$ cat src/rtl/ttl_pkg.sv
// Shared mode encodings for the clocked dual-demux / addressable-latch family.
// Pure definitions; no logic, no latency, no flow control.
package ttl_pkg;

    typedef enum logic [1:0] {
        MODE_HOLD  = 2'b00,
        MODE_LATCH = 2'b01,
        MODE_DEMUX = 2'b10,
        MODE_SCAN  = 2'b11
    } mode_e;

endpackage

$ cat src/rtl/ttl_latch_bank.sv
// One 74259-style output bank: NOUT-bit register with hold/latch/demux/scan update.
// Latency 1 cycle from inputs to q; no backpressure, every edge is accepted.
module ttl_latch_bank
    import ttl_pkg::*;
#(
    parameter int ADDR_W = 2
) (
    input  logic                       clk,
    input  logic                       clr,
    input  mode_e                      mode,
    input  logic [ADDR_W-1:0]          a,
    input  logic [ADDR_W-1:0]          cnt,
    input  logic                       g_n,
    input  logic                       d,
    output logic [(1 << ADDR_W)-1:0]   q
);

    localparam int NOUT = 1 << ADDR_W;

    logic [NOUT-1:0] r_q;
    logic [NOUT-1:0] w_onehot_a;
    logic [NOUT-1:0] w_onehot_cnt;
    logic            w_active;

    always_comb begin
        w_onehot_a        = '0;
        w_onehot_a[a]     = 1'b1;
        w_onehot_cnt      = '0;
        w_onehot_cnt[cnt] = 1'b1;
    end

    // A disabled bank, or one driven with d=0, produces an all-zero pattern in DEMUX/SCAN.
    assign w_active = !g_n && d;

    always_ff @(posedge clk) begin
        if (clr) begin
            r_q <= '0;
        end else begin
            case (mode)
                MODE_LATCH: if (!g_n) r_q[a] <= d;
                MODE_DEMUX: r_q <= w_active ? w_onehot_a : '0;
                MODE_SCAN:  r_q <= w_active ? w_onehot_cnt : '0;
                default:    r_q <= r_q;
            endcase
        end
    end

    assign q = r_q;

endmodule

$ cat src/rtl/ttl_demux_latch.sv
// CHANNELS addressable-latch banks sharing one address plus a free-running scan counter.
// Latency 1 cycle to q/scan_addr/wrap; no backpressure, inputs sampled every edge.
module ttl_demux_latch
    import ttl_pkg::*;
#(
    parameter int ADDR_W   = 2,
    parameter int CHANNELS = 2
) (
    input  logic                                  clk,
    input  logic                                  reset,
    input  logic                                  clr_n,
    input  logic [1:0]                            mode,
    input  logic [ADDR_W-1:0]                     a,
    input  logic [CHANNELS-1:0]                   g_n,
    input  logic [CHANNELS-1:0]                   d,
    output logic [CHANNELS*(1 << ADDR_W)-1:0]     q,
    output logic [ADDR_W-1:0]                     scan_addr,
    output logic                                  wrap
);

    localparam int                NOUT    = 1 << ADDR_W;
    localparam logic [ADDR_W-1:0] CNT_MAX = '1;

    logic [ADDR_W-1:0] r_cnt;
    logic              r_wrap;
    logic              w_clr;
    mode_e             w_mode;

    assign w_clr  = reset || !clr_n;
    assign w_mode = mode_e'(mode);

    // Counter survives mode changes; only reset/clear bring it back to 0.
    always_ff @(posedge clk) begin
        if (w_clr) begin
            r_cnt  <= '0;
            r_wrap <= 1'b0;
        end else if (w_mode == MODE_SCAN) begin
            r_cnt  <= r_cnt + 1'b1;
            r_wrap <= (r_cnt == CNT_MAX);
        end else begin
            r_wrap <= 1'b0;
        end
    end

    for (genvar c = 0; c < CHANNELS; c++) begin : g_bank
        ttl_latch_bank #(
            .ADDR_W (ADDR_W)
        ) u_bank (
            .clk  (clk),
            .clr  (w_clr),
            .mode (w_mode),
            .a    (a),
            .cnt  (r_cnt),
            .g_n  (g_n[c]),
            .d    (d[c]),
            .q    (q[c*NOUT +: NOUT])
        );
    end

    assign scan_addr = r_cnt;
    assign wrap      = r_wrap;

endmodule
$ cat config.mk
export PLATFORM = sky130hd
export DESIGN_NAME = ttl_demux_latch
export DESIGN_NICKNAME = d
export VERILOG_FILES = /design/src/rtl/ttl_pkg.sv /design/src/rtl/ttl_latch_bank.sv /design/src/rtl/ttl_demux_latch.sv
export SDC_FILE = /design/constraint.sdc
export NUM_CORES = 1
export LEC_CHECK = 0
export BUFFER_PORTS_ARGS = -buffer_cell sky130_fd_sc_hd__buf_4
export CAP_MARGIN = 20
export CORE_MARGIN = 2
export CORE_UTILIZATION = 50
export DETAILED_ROUTE_END_ITERATION = 8
export PLACE_DENSITY = 0.77
export SLEW_MARGIN = 20
export SYNTH_ARGS = -nofsm -noshare
export SYNTH_HDL_FRONTEND = slang
export SYNTH_SLANG_ARGS = --single-unit
$ cat constraint.sdc
create_clock -name clk -period 1.4 [get_ports clk]
set_input_delay 0.14 -clock clk [delete_from_list [all_inputs] [get_ports clk]]
set_output_delay 0.14 -clock clk [all_outputs]
set_load 0.03 [all_outputs]
==> results.ini <==
[outcome]
run_status=completed

[drt]
dr.first_iter.drc_count=10
vias=687
viasPerCell=5.922
wl_mm=1.737
ant_nets=0
drc=0
wl_per_cell_um=14.97
drt_first_pass_iters=4

[logic_synthesis]
avgSynthCellArea_um2=9.562
yosysUniqueCellTypes=26
yosys-mux-area-fraction_pct=0
syn_area_um2=774.5
synth_nets=96
synth_top_family_by_area=compound AO/OA/AOI/OAI gates
synthCells=81
synth-simple-area-share_pct=23.75
synth_adder_area_share_pct=6.462
synth-seq-cells=11
yosysWarnings=0
synth_xor_area_share_pct=1.131
ys_seq_area_share_pct=28.43
synth_compound_area_share_pct=33.12

[placement]
post-place-ws_ns=0.1499
globalplace.congestion=0.7464
port_buffers=21
hpwlAfterDp_mm=1.274
place_inst=112

[cts]
cts_hold_buf=0
clk_pin_slew_ns=0.07
cts_tree=done
cts_sinks=11
cts_setup_buffers=0
htreeDepth=1
clock_path_buffers=2
numCtsBuffers=3
root_buffer=clkbuf_4
cts-resized-gates=0
insertion_delay_ns=0.28

[critical_path]
end_kind=flop
cp_slowest_cell=dfxtp_1
critPathMaxStageDelay_ns=0.40
critical_path.startpoint_type=flop
cp_max_fo=5
crit_family=flip-flops
crit_type=flop to flop
crit_required_ns=1.54
critPathArrivalTime_ns=1.40
crit_buf_inv=1
crit_chain=inv_1, ha_1, and2_1, o21ai_0, a211oi_2

[global_route]
grt_max_degree=22
grt_pass1_vias=639
grt_use_total_pct=20.71
antenna_found_initial=0
grt-ovfl-total=0
grt_pass1_wl_mm=2.856

[finish]
nNetsFinal=116
fin_cells=116
antenna_cells=0
layout-drive-gt1-share_pct=40.00
fill_cells=134
areaGrowthSynthToFinish_pct=20.36

[flow_run]
max_cap_viol_count=0

[floorplan]
dieWidth_um=43.36
core_um2=1471
io_pins=22
die_area_um2=1880
initial_core_util_pct=52.64
rows=14
die_y_um=43.36

[sta]
fmax_mhz=797.1
setup_ws_ns=0.1455
slew_violations=0
max_slew_margin_pct=64.79
hold_violations=0
rsz0062_at_grt=no
setup_viol=0
tightestPinTransition_ns=0.5281
clock_skew_ns=0.004001
layout_min_cycle_time_ns=1.254
period_share_pct=89.61
setup_tns_ns=0
hold_slack_ns=0.1947

[power_and_ir_drop]
ir_drop_uv=559.0
power.leakage_nw=0.3914
total_power_w=0.0007129
power_density_nw_per_um2=764.8

[hold_path]
hold_path_class=primary input to flop

-- layer usage --
metal / track usage [%] / part of all wire (%) / vias to the layer above
li1: - / - / 344
met1: 26.04 / 44 / 327
met2: 33.73 / 50 / 12
met3: 6.250 / 4.4 / 4
met4: 7.273 / 1.3 / 0
met5: 0 / 0 / -
-- stage by stage --
step,util (%),cell area (µm²)
2_1_floorplan,-,775.7
3_3_place_gp,61.56,905.9
3_5_place_dp,61.56,905.9
4_1_cts,63.35,932.1
5_1_grt,63.35,932.1
6_report,63.35,932.1
-- Yosys cell counts --
cell type / instances / area (µm²)
nand3_1: 2 / 10.01
inv_1: 2 / 7.510
nor2_1: 2 / 7.510
ha_1: 4 / 50.05
nand2_1: 2 / 7.510
and2_1: 4 / 25.02
a211oi_2: 5 / 62.56
a311oi_1: 2 / 17.52
dfxtp_1: 11 / 220.2
a21oi_1: 1 / 5.000
nand2b_1: 1 / 6.260
xnor2_1: 1 / 8.760
o21ai_0: 8 / 40.04
nor2b_1: 2 / 12.51
nor3b_2: 4 / 50.05
nor2_2: 1 / 6.260
a31o_2: 2 / 17.52
nor3_1: 1 / 5.000
buf_6: 3 / 33.78
and3b_1: 3 / 26.28
clkbuf_1: 1 / 3.750
a21o_1: 5 / 37.54
a211oi_1: 9 / 67.56
buf_2: 2 / 10.01
nor2b_4: 2 / 27.53
a21o_2: 1 / 8.760
-- layout by cell type (no fill, tap or decap) --
cell type and instances:
nor2b_1 2, nor2_1 2, clkbuf_4 3, nand2_1 2, inv_1 2, xnor2_1 1
nor3_1 1, a211oi_1 9, and3b_1 3, clkbuf_1 1, buf_4 21, o21ai_0 8
nor3b_2 4, nor2_2 1, nand3_1 2, and2_1 4, a21oi_1 1, a21o_2 1
dfxtp_1 10, a211oi_2 5, dfxtp_2 1, nand2b_1 1, a21o_1 5, ha_1 4
a31o_2 2, a311oi_1 2, nor2b_4 2
-- final cells by class --
cell class	count	area [µm²]	share of cell area, %
Clock buffer	4	26.28	2.819
Inverter	2	7.507	0.8054
Multi-Input combinational cell	62	499.2	53.56
Sequential cell	11	221.5	23.76
Tap cell	16	20.02	2.148
Timing Repair Buffer	21	157.7	16.91
-- logic make-up (layout without fill, tap and decap cells) --
family | Yosys count | in the layout
fa+ha+maj | 4 | 4
simple gates | 24 | 24
flops | 11 | 11
xor+xnor | 1 | 1
buf+inv | 8 | 27
compound gates | 33 | 33
-- final timing paths --
| check | to | slack, ns | cells past startpoint | from |
|---|---|---|---|---|
| worst max register to register | flop | 0.15 | 5 | scan_addr[1] |
| worst max-delay path | flop | 0.15 | 5 | scan_addr[1] |
| worst min-delay path | wrap | 0.19 | 3 | mode[0] |
| worst min register to register | scan_addr[1] | 0.53 | 2 | scan_addr[1] |
-- report_power, final --
group	switching (W)	internal (W)	total, W	leakage, nW
Clock	0.000110	0.000111	0.000221	0.0150
Combinational	0.0000944	0.0000699	0.000164	0.287
Sequential	0.00000537	0.000322	0.000327	0.0899
Total	0.000210	0.000503	0.000713	0.391
-- tightest hold or removal path, stage by stage --
cell and delay, ns:
buf_4 0.16, nand3_1 0.09, nor2_1 0.04
(Power assumes the default switching activity.)
